File: src/rtl/display_frame_decoder.sv
// display_frame_decoder
// Receive-side decoder for the multiplexed 7-segment display bus (D, Digit, DP).
// Follows the 4-slot digit rotation H10 -> H1 -> M10 -> M1, reassembles HH:MM,
// flags protocol violations and reports lock once enough clean frames are seen.
//
// Optional build macro: DISPLAY_RANGE_CHECK_EN
//   When defined, the frame is value-checked at the M1 commit (BCD ranges and
//   12-hour legality); a failed check is handled exactly like a protocol error.
//
// State table:
//   state | meaning
//   HUNT  | not locked; waiting for a 0001 (M1) anode sample to align on
//   S_H10 | expecting hours-tens slot (1000 with D=1, or 0000 blank), DP high
//   S_H1  | expecting hours-units slot (0100), DP low (colon lit)
//   S_M10 | expecting minutes-tens slot (0010), DP high, D[3] clear
//   S_M1  | expecting minutes-units slot (0001), DP high; commit on success

module display_frame_decoder #(
  parameter int ERR_W         = 8,
  parameter int STABLE_FRAMES = 2
) (
  input  logic             Clock,
  input  logic             Reset,
  input  logic [3:0]       D,
  input  logic [3:0]       Digit,
  input  logic             DP,
  output logic             Hour10,
  output logic [3:0]       Hour1,
  output logic [2:0]       Min10,
  output logic [3:0]       Min1,
  output logic             FrameValid,
  output logic             TimeChanged,
  output logic             Valid,
  output logic             ProtoErr,
  output logic [ERR_W-1:0] ErrCount
);

  typedef enum logic [2:0] {
    HUNT  = 3'd0,
    S_H10 = 3'd1,
    S_H1  = 3'd2,
    S_M10 = 3'd3,
    S_M1  = 3'd4
  } state_t;

  localparam logic [3:0] STABLE_MAX = 4'(STABLE_FRAMES);

  state_t     state;
  state_t     state_nxt;

  logic       sample_err;
  logic       commit;
  logic       ld_h10;
  logic       h10_val;
  logic       ld_h1;
  logic       ld_m10;
  logic       range_ok;

  logic       cap_h10;
  logic [3:0] cap_h1;
  logic [2:0] cap_m10;
  logic [3:0] stable_cnt;

`ifdef DISPLAY_RANGE_CHECK_EN
  // Frame value check: BCD ranges plus a legal 12-hour clock reading (1..12).
  assign range_ok = (cap_h1 <= 4'd9) && (cap_m10 <= 3'd5) && (D <= 4'd9) &&
                    (cap_h10 ? (cap_h1 <= 4'd2) : (cap_h1 >= 4'd1));
`else
  assign range_ok = 1'b1;
`endif

  // State register.
  always_ff @(posedge Clock) begin
    if (Reset) state <= HUNT;
    else       state <= state_nxt;
  end

  // Slot expectation check and next-state decode.
  always_comb begin
    state_nxt  = state;
    sample_err = 1'b0;
    commit     = 1'b0;
    ld_h10     = 1'b0;
    h10_val    = 1'b0;
    ld_h1      = 1'b0;
    ld_m10     = 1'b0;
    case (state)
      HUNT: begin
        if (Digit == 4'b0001) state_nxt = S_H10;
      end
      S_H10: begin
        if (DP && (Digit == 4'b1000) && (D == 4'b0001)) begin
          ld_h10    = 1'b1;
          h10_val   = 1'b1;
          state_nxt = S_H1;
        end else if (DP && (Digit == 4'b0000)) begin
          ld_h10    = 1'b1;
          h10_val   = 1'b0;
          state_nxt = S_H1;
        end else begin
          sample_err = 1'b1;
        end
      end
      S_H1: begin
        if (!DP && (Digit == 4'b0100)) begin
          ld_h1     = 1'b1;
          state_nxt = S_M10;
        end else begin
          sample_err = 1'b1;
        end
      end
      S_M10: begin
        if (DP && (Digit == 4'b0010) && !D[3]) begin
          ld_m10    = 1'b1;
          state_nxt = S_M1;
        end else begin
          sample_err = 1'b1;
        end
      end
      S_M1: begin
        if (DP && (Digit == 4'b0001) && range_ok) begin
          commit    = 1'b1;
          state_nxt = S_H10;
        end else begin
          sample_err = 1'b1;
        end
      end
      default: begin
        state_nxt = HUNT;
      end
    endcase
    if (sample_err) state_nxt = HUNT;
  end

  // Partial-frame capture registers; a new frame overwrites them slot by slot.
  always_ff @(posedge Clock) begin
    if (Reset) begin
      cap_h10 <= 1'b0;
      cap_h1  <= 4'd0;
      cap_m10 <= 3'd0;
    end else begin
      if (ld_h10) cap_h10 <= h10_val;
      if (ld_h1)  cap_h1  <= D;
      if (ld_m10) cap_m10 <= D[2:0];
    end
  end

  // Committed time and the commit / change / error pulses.
  always_ff @(posedge Clock) begin
    if (Reset) begin
      Hour10      <= 1'b1;
      Hour1       <= 4'd2;
      Min10       <= 3'd0;
      Min1        <= 4'd0;
      FrameValid  <= 1'b0;
      TimeChanged <= 1'b0;
      ProtoErr    <= 1'b0;
    end else begin
      FrameValid  <= commit;
      ProtoErr    <= sample_err;
      TimeChanged <= commit &&
                     ({cap_h10, cap_h1, cap_m10, D} != {Hour10, Hour1, Min10, Min1});
      if (commit) begin
        Hour10 <= cap_h10;
        Hour1  <= cap_h1;
        Min10  <= cap_m10;
        Min1   <= D;
      end
    end
  end

  // Saturating error counter and stable-frame counter; any error drops lock.
  always_ff @(posedge Clock) begin
    if (Reset) begin
      ErrCount   <= '0;
      stable_cnt <= 4'd0;
    end else begin
      if (sample_err && (ErrCount != '1)) ErrCount <= ErrCount + ERR_W'(1);
      if (sample_err)
        stable_cnt <= 4'd0;
      else if (commit && (stable_cnt != STABLE_MAX))
        stable_cnt <= stable_cnt + 4'd1;
    end
  end

  assign Valid = (stable_cnt == STABLE_MAX);

endmodule
File: config.mk
export PLATFORM = sky130hd
export DESIGN_NAME = display_frame_decoder
export DESIGN_NICKNAME = d
export VERILOG_FILES = /design/src/rtl/display_frame_decoder.sv
export SDC_FILE = /design/constraint.sdc
export NUM_CORES = 1
export LEC_CHECK = 0
export CORE_MARGIN = 2
export CORE_UTILIZATION = 29
export DETAILED_ROUTE_END_ITERATION = 16
export PLACE_DENSITY = 0.46
export SLEW_MARGIN = 20
export SYNTH_ARGS = -nofsm -noshare
export SYNTH_HDL_FRONTEND = slang
export SYNTH_SLANG_ARGS = --single-unit
File: constraint.sdc
create_clock -name Clock -period 2.6 [get_ports Clock]
set_input_delay 0.52 -clock Clock [delete_from_list [all_inputs] [get_ports Clock]]
set_output_delay 0.52 -clock Clock [all_outputs]
set_load 0.02 [all_outputs]
* After elaboration in Yosys (flattened, before gate mapping)
Cells that the tools add are included.
** Cells by class
- Add/subtract/negate cells :: 2
- Equal/unequal tests :: 18
- Multiplexer cells :: 24
- Reduce and logical (&&, ||, !) cells :: 16
** Operators by type and width (number)
- $mux 3 :: 6
- $mux 1 :: 16
- $pmux 3 s5 :: 1
- $ne 12x12->1 :: 1
- $logic_and 1x1->1 :: 10
- $add 8x1->8 const B :: 1
- $eq 4x1->1 const B :: 2
- $eq 4x2->1 const B :: 2
- $ne 2x2->1 const B :: 4
- $ne 8x8->1 const B :: 1
- $eq 3x2->1 const B :: 2
- $reduce_and 5->1 :: 1
- $add 4x1->4 const B :: 1
- $eq 4x3->1 const B :: 1
- $eq 4x4->1 const B :: 1
- $logic_not 4->1 :: 1
- $ne 4x2->1 const B :: 1
- $pmux 1 s4 :: 1
- $eq 3x1->1 const B :: 1
- $eq 3x3->1 const B :: 1
- $logic_not 3->1 :: 1
- $ne 3x3->1 const B :: 1
- $logic_not 1->1 :: 2
- $reduce_or 2->1 :: 1
** Word-level totals
- Bits in registers :: 38
- Input port bits :: 11
- Logic and storage cells :: 73

* Logic depth before layout (Yosys ltp)
Gate-level depths: netlist of run 1.
- Word-level depth :: 6
- Gate-level depth with buffers :: 8
- Mapped depth without buffers :: 7

* Worst setup path after synthesis of run 1
No wires, ideal clock.
- Kind :: input to register
- Start point :: input D[3]
- End point :: register state[0]
- Library setup time :: 100 ps
- Data arrival time :: 1940 ps
- Data required time :: 2500 ps
- Slack :: 561 ps
- Stages on the path :: 7
- Path buffers :: 1
- Cell sequence :: nor4b_2 -> nand3b_1 -> a22oi_2 -> nand2_2 -> or2_1 -> buf_6 -> a2111oi_4
** Between the ends
- Word-level cells in the longest chain between the ends :: 5
- Elaborated cells on any way between the ends :: 13
- Those cells by class :: 3 x eq/ne; 5 x mux; 5 x reduce/logical
** Ends and longest elaborated chain
- from (decl) :: line 24 : input logic [3:0] D,
- $eq 4x1->1 or $logic_not 1->1 (tied branches) :: line 92, 113
- $logic_and 1x1->1 (on tied branches) :: line 92, 113
- $mux 1 (on tied branches) :: line 92, 113
- $pmux 1 s4 :: line 87 : case (state)
- $reduce_or 2->1 (no source line)
- to (signal assigned) :: line 75 : else state <= state_nxt;
- to (decl) :: line 48 : state_t state;
Several ways; a longest one is shown, not always the timed one.
A chain may end at the register's enable or synchronous reset.

* Final worst setup path of run 1
- Start point :: register stable_cnt[0]
- End point :: output Valid
** Between the ends
- Word-level cells in the longest chain between the ends :: 1
** Ends and longest elaborated chain
- from (decl) :: line 62 : logic [3:0] stable_cnt;
- from (signal assigned) :: line 182 : stable_cnt <= stable_cnt + 4'd1;
- $eq 4x2->1 :: line 186 : assign Valid = (stable_cnt == STABLE_MAX);
- to (decl) :: line 33 : output logic Valid,
No other way between the ends.

==> impl_metrics.csv, run 1 <==
group,metric,value,unit
run_status,outcome,"finished, final reports clean",
pwr,max-vdd-ir-drop,0.177,mV
synth,synth_compound_area_frac,0.0801,
route,viasPerCell,4.62,
min_path,hold_class,"flop to flop",
floorplanning,fp.dieArea,6900,µm²
global_routing,track_usage,0.124,
layout,final_common_cell,"dfxtp_1",
worst_setup_path,cpPeakStageDelay,660,ps
worst_setup_path,crit_type,"flop to primary output",
pwr,powerDensity,470,nW/µm²
synth,synth_edf_count,0,
layout,seq_area,761,µm²
global_routing,grt_pass1_wl,7000,µm
worst_setup_path,slowest_stage,"clkdlybuf4s50_1",
route,vias,1445,
timing,slew_viol_final,0,
placement,placed_cells,305,
synth,yosysSeqAreaShare,0.420,
clocking,post_cts_buffers,0,
synth,synth_nets,205,
route,drtIter0Drc,45,
synth,synth_cells,191,
synth,synth-simple-area-share,0.245,
global_routing,grt_pass1_vias,1458,
floorplanning,initial_core_util,0.302,
layout,area_growth,32.0,%
run,cap_violations,0,
clocking,clkTransAtPathRegs,80,ps
pwr,p_leak,0.946,nW
floorplanning,coreArea,5990,µm²
timing,tightest_slew,373,ps
synth,synth_warnings,0,
clocking,ctsHoldBuffers,0,
clocking,htreeDepth,2,
route,drc,0,
placement,gp_congestion,0.746,
floorplanning,die_w,83.0,µm
timing,fin_skew,7.46,ps
placement,port_buffers,34,
timing,finalSetupViolations,0,
timing,rsz0062_at_grt,"false",
synth,synth_area_leaders,"dfxtp_1 42%, mux2i_1 9.9%, xnor2_1 7.7%, nor2_1 7.5%, ha_1 2.1%",
synth,yosys_register_bits,38,
synth,synth_top_area_frac,0.420,
clocking,clockBufferDepth,2,
global_routing,antenna_found_initial,0,
timing,period_needed,2280,ps
clocking,clockRootBuffer,"clkbuf_8",
floorplanning,die_y,83.0,µm
synth,synth_fa_ha_area_frac,0.0207,
synth,synth_top_cell_by_area,"dfxtp_1",
clocking,post_cts_resized,0,
route,detail-route-antenna-nets,0,
timing,slew_headroom,0.750,
worst_setup_path,endpoint_kind,"primary output",
synth,yosys.area_share.xor_xnor,0.0822,
timing,fin_tns_setup,0,ps
layout,multi_input_area,990,µm²
synth,synthArstFlopShare,0,
global_routing,grt_max_degree,19,
pwr,fin_total_pwr,1.12,mW
synth,synth_mux_area_frac,0.118,
floorplanning,io_pins,35,
global_routing,overflow,0,
layout,diodes,0,
timing,final-hold-violation-count,0,
floorplanning,row_count,28,
layout,final_cells,313,
route,first_pass_iters,4,
layout,num-fill-cells,617,
timing,period_share,0.877,
synth,synthFlopType,"dfxtp_1",
worst_setup_path,critPathLaunchType,"flop",
synth,syn_area,1810,µm²
route,wl_per_cell,12.9,µm
synth,syn_area_per_cell,9.49,µm²
worst_setup_path,critPathMaxFanout,4,
clocking,cts_tree,"yes",
worst_setup_path,required,2080,ps
route,routed_wl,4030,µm
placement,hpwl,2930,µm
synth,synth_top_family_by_area,"simple AND/OR/NAND/NOR gates",
layout,drive_gt1_frac,0.126,
worst_setup_path,worst_ep_arrival_time,1760,ps
layout,nets,251,
clocking,clkLatencyLatePin,290,ps
clocking,cts_inserted_buffers,5,
layout,final_cell_mix,"38 x dfxtp_1, 36 x nor2_1, 34 x clkdlybuf4s50_1",
synth,yosysUniqueCellTypes,39,
timing,fmax,438,MHz
worst_setup_path,critical_path.cell_chain,"inv_1 > ha_1 > nor3b_1 > clkdlybuf4s50_1",
clocking,cts_sinks,38,
## worst paths after layout
path | startpoint | slack, ps | endpoint | depth (start not counted)
setup / recovery | stable_cnt[0] | 320 | Valid | 4
hold / removal | cap_h10 | 520 | cap_h10 | 2
setup reg to reg | state[1] | 500 | ErrCount[5] | 7
hold reg to reg | cap_h10 | 520 | cap_h10 | 2
## critical path: cells and delay by family (launching register included)
kind                       cells  cell delay, ps
adders and majority gates      1             130
buffers and inverters          2             730
DFF                            1             350
and+or+nand+nor                1             260
## layer usage
metal,part of all wire,vias up,track usage
met5,0,-,0
met4,0.017,0,0.0492
met3,0.031,7,0.0358
met2,0.42,21,0.191
met1,0.53,663,0.164
li1,-,754,-
## flip-flops by register name, summed over array words and instances, names as in the netlist
register     flops
ErrCount         8
Hour1            4
Min1             4
cap_h1           4
stable_cnt       4
Min10            3
cap_m10          3
state            3
FrameValid       1
Hour10           1
ProtoErr         1
TimeChanged      1
cap_h10          1
## cell families after synthesis
family	Yosys count
and+or+nand+nor	83
muxes	21
adders and majority gates	3
buffers and inverters	12
xor gates and xnor gates	17
DFF	38
AOI/OAI and AO/OA	17
## power breakdown
group	leakage [nW]	internal [mW]	total (mW)	switching, mW
Sequential	0.306	0.586	0.590	0.00423
Combinational	0.593	0.0512	0.101	0.0496
Clock	0.0472	0.213	0.434	0.221
## through the flow
step | utilization | setup WS (ps) | instance area, µm² | hold WS [ps]
2_1_floorplan | - | 561 | 1810 | 476
3_3_place_gp | 0.383 | 76.4 | 2300 | 498
3_5_place_dp | 0.383 | 52.3 | 2300 | 504
4_1_cts | 0.399 | 312 | 2390 | 523
5_1_grt | 0.399 | 158 | 2390 | 557
6_report | 0.399 | 319 | 2390 | 521
## synthesized netlist by cell type, drive strengths merged (2+ instances only)
cell / count
dfxtp: 38
nor4b: 2
nor2b: 5
xnor2: 16
a211o: 2
clkbuf: 5
nor3: 5
inv: 4
mux2: 3
nand4: 6
ha: 3
nor3b: 3
a21oi: 8
buf: 3
nand2: 8
mux2i: 18
nor2: 36
nand4b: 2
nand3b: 2
or2: 2
nand3: 5
o21ai: 2
## cell type report
class / count / share of cell area
Clock buffer: 6 / 0.0345
Inverter: 4 / 0.00628
Sequential cell: 38 / 0.318
Timing Repair Buffer: 47 / 0.183
Clock inverter: 2 / 0.00523
Tap cell: 75 / 0.0392
Multi-Input combinational cell: 141 / 0.414
Note: power is estimated with default switching activity, not from simulation.
==> run 2: changes to the inputs <==
--- a/config.mk
+++ b/config.mk
@@ -5,9 +5,10 @@
 export SDC_FILE = /design/constraint.sdc
 export NUM_CORES = 1
 export LEC_CHECK = 0
-export CORE_MARGIN = 2
 export CORE_UTILIZATION = 29
+export CTS_CLUSTER_SIZE = 14
 export DETAILED_ROUTE_END_ITERATION = 16
+export HOLD_SLACK_MARGIN = 0.1
 export PLACE_DENSITY = 0.46
 export SLEW_MARGIN = 20
 export SYNTH_ARGS = -nofsm -noshare
==> run 2 against run 1 <==
Net effect: sequential share of layout area shrank 0.18 points; highest routed layer unchanged; worst hold slack worse by 4.8 ps; largest power group unchanged; critical endpoint is now ErrCount[5]; first-iteration DRC count down 6.7%; critical path depth is 4 higher.
==> impl_metrics.csv, run 2 (synthesized netlist as in run 1, its figures left out) <==
group,metric,value,unit
timing,finalSetupViolations,0,
route,viasPerCell,4.63,
worst_setup_path,endpoint_kind,"flop",
route,detail-route-antenna-nets,0,
floorplanning,initial_core_util,0.302,
worst_setup_path,critPathLaunchType,"input pin",
route,wl_per_cell,13.0,µm
floorplanning,row_count,28,
run_status,outcome,"finished, final reports clean",
clocking,ctsHoldBuffers,0,
timing,fmax,431,MHz
floorplanning,die_w,81.0,µm
clocking,post_cts_resized,0,
worst_setup_path,timing.rr.end,"ErrCount[4]",
layout,final_common_cell,"dfxtp_1",
pwr,max-vdd-ir-drop,0.297,mV
route,vias,1449,
worst_setup_path,slowest_stage,"clkdlybuf4s50_1",
worst_setup_path,timing.rr.start,"state[1]",
worst_setup_path,critical_path.cell_chain,"clkdlybuf4s50_1 > nor4b_2 > nand3b_1 > a22oi_2 > buf_4 > a21oi_4 > nand4_1 > mux2_1",
clocking,clockRootBuffer,"clkbuf_8",
worst_setup_path,cpPeakStageDelay,510,ps
route,routed_wl,4060,µm
worst_setup_path,crit_type,"input pin to flop",
layout,nets,251,
pwr,powerDensity,494,nW/µm²
timing,slew_headroom,0.674,
worst_setup_path,required,2780,ps
global_routing,antenna_found_initial,0,
timing,hold_slack,516,ps
global_routing,grt_pass1_wl,6510,µm
clocking,post_cts_buffers,0,
placement,place_ws,-6.90,ps
timing,period_share,0.893,
min_path,hold_class,"flop to flop",
worst_setup_path,r2r_slack,500,ps
route,drtIter0Drc,42,
floorplanning,die_y,81.0,µm
global_routing,grt_max_degree,24,
layout,top_register,"ErrCount",
clocking,htreeDepth,2,
timing,period_needed,2320,ps
clocking,cts_tree,"yes",
timing,final-hold-violation-count,0,
placement,gp_congestion,0.714,
floorplanning,io_pins,35,
global_routing,overflow,0,
run,cap_violations,0,
layout,final_cell_mix,"38 x dfxtp_1, 36 x nor2_1, 34 x clkdlybuf4s50_1",
worst_setup_path,worst_ep_arrival_time,2500,ps
route,first_pass_iters,4,
clocking,clkTransAtPathRegs,70,ps
global_routing,track_usage,0.134,
layout,drive_gt1_frac,0.126,
floorplanning,coreArea,5990,µm²
timing,rsz0062_at_grt,"false",
global_routing,grt_pass1_vias,1368,
min_path,min_from,"cap_h10",
clocking,clockBufferDepth,2,
timing,tightest_slew,487,ps
placement,port_buffers,34,
min_path,hold_depth,2,
layout,area_growth,32.8,%
placement,hpwl,2880,µm
floorplanning,fp.dieArea,6570,µm²
timing,fin_skew,9.44,ps
clocking,cts_sinks,38,
clocking,cts_inserted_buffers,5,
route,drc,0,
timing,layout_setup_ws,279,ps
timing,slew_viol_final,0,
worst_setup_path,critPathMaxFanout,6,
layout,largest_register_ffs,8,
layout,diodes,0,
clocking,clkLatencyLatePin,300,ps
worst_setup_path,ff2ff_path_depth,7,
timing,fin_tns_setup,0,ps
min_path,holdPathEnd,"cap_h10",
pwr,p_leak,0.957,nW
==> run 2: cell types whose count changed in the layout (fill, tap and decap cells not counted), sizes merged <==
| cell | delta |
|---|---|
| bufinv | +1 |
| clkbuf | -1 |
| clkinv | +1 |
| clkinvlp | -1 |
==> run 2: where the power goes <==
group / total (mW) / internal (mW) / leakage (nW) / switching [mW]
clock: 0.497 / 0.282 / 0.0579 / 0.215
sequential: 0.590 / 0.586 / 0.306 / 0.00402
combinational: 0.101 / 0.0511 / 0.593 / 0.0499
total: 1.19 / 0.919 / 0.957 / 0.269
==> run 2: worst max-delay path: cells and delay by family <==
family	cells	cell delay (ps)
AND/OR/NAND/NOR	3	660
multiplexers	1	320
AO/OA/AOI/OAI	2	330
buffers and inverters	2	670
==> run 2: metrics by stage <==
stage,std cells,util,power (mW),cell area (µm²)
final,313,0.402,1.19,2410
after CTS,313,0.402,1.21,2410
after global routing,313,0.402,1.23,2410
after floorplan,191,-,0.654,1810
after detailed placement,305,0.383,0.705,2300
after global placement,305,0.383,0.706,2300
==> run 2: layout make-up <==
class                           count  area, µm²
Clock buffer                        5       68.8
Multi-Input combinational cell    141        990
Clock inverter                      3       40.0
Tap cell                           75       93.8
Fill cell                         607       3580
Inverter                            4       15.0
Timing Repair Buffer               47        438
Sequential cell                    38        761
==> run 2: worst max path at each step <==
stage | start | endpoint | slack (ps) | cells past startpoint
6_report | Digit[0] | ErrCount[5] | 280 | 8
3_5_place_dp | Digit[0] | ErrCount[5] | -7 | 8
3_3_place_gp | Digit[2] | ErrCount[5] | 50 | 8
2_1_floorplan | D[3] | state[0] | 560 | 7
4_1_cts | Digit[0] | ErrCount[5] | 290 | 8
5_1_grt | Digit[0] | ErrCount[4] | 180 | 8
==> run 2: per-layer routing <==
layer / up-vias / routed length (µm) / global-route usage
met1: 668 / 2120 / 0.182
li1: 755 / - / -
met5: - / 0 / 0
met3: 7 / 154 / 0.0393
met4: 0 / 81 / 0.0589
met2: 19 / 1700 / 0.196
==> RTL change: new RTL, flow settings as in run 1 <==
Register the inputs `Digit` and `DP` before use, without a reset. The logic sees them one clock later. The other inputs are not delayed to match.
--- a/src/rtl/display_frame_decoder.sv
+++ b/src/rtl/display_frame_decoder.sv
@@ -45,6 +45,14 @@
 
   localparam logic [3:0] STABLE_MAX = 4'(STABLE_FRAMES);
 
+  logic [3:0] Digit_q;
+  logic DP_q;
+
+  always_ff @(posedge Clock) begin
+    Digit_q <= Digit;
+    DP_q    <= DP;
+  end
+
   state_t     state;
   state_t     state_nxt;
 
@@ -86,14 +94,14 @@
     ld_m10     = 1'b0;
     case (state)
       HUNT: begin
-        if (Digit == 4'b0001) state_nxt = S_H10;
+        if (Digit_q == 4'b0001) state_nxt = S_H10;
       end
       S_H10: begin
-        if (DP && (Digit == 4'b1000) && (D == 4'b0001)) begin
+        if (DP_q && (Digit_q == 4'b1000) && (D == 4'b0001)) begin
           ld_h10    = 1'b1;
           h10_val   = 1'b1;
           state_nxt = S_H1;
-        end else if (DP && (Digit == 4'b0000)) begin
+        end else if (DP_q && (Digit_q == 4'b0000)) begin
           ld_h10    = 1'b1;
           h10_val   = 1'b0;
           state_nxt = S_H1;
@@ -102,7 +110,7 @@
         end
       end
       S_H1: begin
-        if (!DP && (Digit == 4'b0100)) begin
+        if (!DP_q && (Digit_q == 4'b0100)) begin
           ld_h1     = 1'b1;
           state_nxt = S_M10;
         end else begin
@@ -110,7 +118,7 @@
         end
       end
       S_M10: begin
-        if (DP && (Digit == 4'b0010) && !D[3]) begin
+        if (DP_q && (Digit_q == 4'b0010) && !D[3]) begin
           ld_m10    = 1'b1;
           state_nxt = S_M1;
         end else begin
@@ -118,7 +126,7 @@
         end
       end
       S_M1: begin
-        if (DP && (Digit == 4'b0001) && range_ok) begin
+        if (DP_q && (Digit_q == 4'b0001) && range_ok) begin
           commit    = 1'b1;
           state_nxt = S_H10;
         end else begin
Check against the original RTL: not equivalent (Yosys sat finds a counterexample within 4 cycles, from zero or initial values and one cycle with Reset high).
==> RTL change against run 1 <==
- synthesized area rose by 7.5%
- wire length up 6.8%
- worst setup slack worse by 150 ps
- sequential cell count up 5
- cell count rose by 4.8%
- total power grew 14%
- global-route usage fell by 0.30 points
- design area rose by 6.3%
- sequential power grew 15%
==> RTL change: results (changes against run 1) <==
| Metric | Value |
|---|---|
| Hold wc startpoint | cap_h1[2]$_SDFFE_PP0P_ |
| Xor and xnor fraction of the mapped netlist area | 0.0719 (-0.0102) |
| Netlist cell types | 41 (+5.1%) |
| Multiplexer share of the synthesized area | 0.0777 (-0.0404) |
| LEAKAGE | 0.977 nW (+3.3%) |
| Reg2reg setup slack | 450 ps (-50 ps) |
| Fin crit period | 2440 ps (+155 ps) |
| Fin nets | 265 (+5.6%) |
| Largest net degree at the start of global routing | 34 (+15) |
| DP Worst Slack | 23.8 ps (-28.5 ps) |
| Vias in the first global route | 1,459 (+0.069%) |
| Wirelength per Cell | 13.1 um (+1.9%) |
| Synthesized Nets | 220 (+7.3%) |
| Drt initial violations | 87 (+93%) |
| DP HPWL | 3.10 mm (+5.7%) |
| Via Count | 1,570 (+8.7%) |
| Share of layout cells above drive strength 1 | 0.0956 (-0.0304) |
| Post-synth top cells | 43 x dfxtp_1, 32 x nor2_1, 16 x xnor2_1, 14 x mux2i_1, 10 x nand2_1 |
| GPL Wtd Cong | 0.747 (about the same) |
| Max Clock Skew | 12.1 ps (+4.66 ps) |
| Inserted Diodes | 0 (unchanged) |
| Peak VDD IR | 0.261 mV (+48%) |
| Worst EP arrival | 1920 ps (+160 ps) |
| Net Switching | 0.284 mW (+3.2%) |
| First-pass GRT wire length | 7.06 mm (+0.79%) |
| Status | completed |
| Adder-Cell Fraction of Synth Area | 0.0193 (-0.00145) |
| Register area share after synthesis | 0.442 (+0.0220) |
| All-layer global routing usage | 0.121 (-0.00298) |
| Worst r2r src | Digit_q[1]$_DFF_P_ |
| Synth Area in Compound Gates | 0.121 (+0.0413) |
| Top cells by area, synth | dfxtp_1 44%, mux2i_1 7.2%, xnor2_1 7.2%, nor2_1 6.2%, o2111a_1 2.3% |
| Relative max-transition margin | 0.724 (-0.0260) |
| Placed cell areas | 2440 sq um (+6.2%) |
## RTL change: worst paths after layout
check	to	depth (start not counted)
worst max register to register	state[0]$_SDFFE_PP0P_	5
worst max-delay path	Valid	4
worst min register to register	cap_h1[2]$_SDFFE_PP0P_	2
worst min-delay path	cap_h1[2]$_SDFFE_PP0P_	2
## RTL change: power by group through the flow
stage / Combinational (mW) / Clock, mW / Sequential (mW)
floorplan: 0.0420 / 0 / 0.693
global placement: 0.0903 / 0 / 0.693
detailed placement: 0.0897 / 0 / 0.693
CTS: 0.0903 / 0.526 / 0.677
global route: 0.0969 / 0.555 / 0.679
finish: 0.0889 / 0.511 / 0.677
## RTL change: routing by layer
layer | routed length [um] | global-route usage
met1 | 2170 | 0.171
met2 | 1960 | 0.181
met3 | 130 | 0.0298
met4 | 52 | 0.0390
met5 | 0 | 0
## RTL change: critical path, cell delays in order, from the launching register on
cell and delay, ps:
dfxtp_1 330, inv_1 90, ha_1 150, nor3b_1 370, clkdlybuf4s50_1 680
## RTL change: kinds of logic after synthesis
kind of cell,count (synthesis)
AND/OR/NAND/NOR,82
flip-flops,43
AO/OA/AOI/OAI,30
buffers and inverters,17
XOR/XNOR,16
multiplexers,15
adder cells (fa/ha/maj),3
## RTL change: area by class of cell
type                    count  area (sq um)
clock buffers               6          72.6
clock inverters             1          30.0
fillers                   679          3880
inverters                   8          30.0
multi-input cells         146          1010
flip-flops and latches     43           861
well taps                  77          96.3
repair buffers             47           438
## RTL change: through the flow
stage	utilization	std cells	hold WS [ps]
detailed placement	0.380	321	486
floorplan	-	206	462
global route	0.396	328	521
CTS	0.396	328	500
finish	0.396	328	495
global placement	0.380	321	485
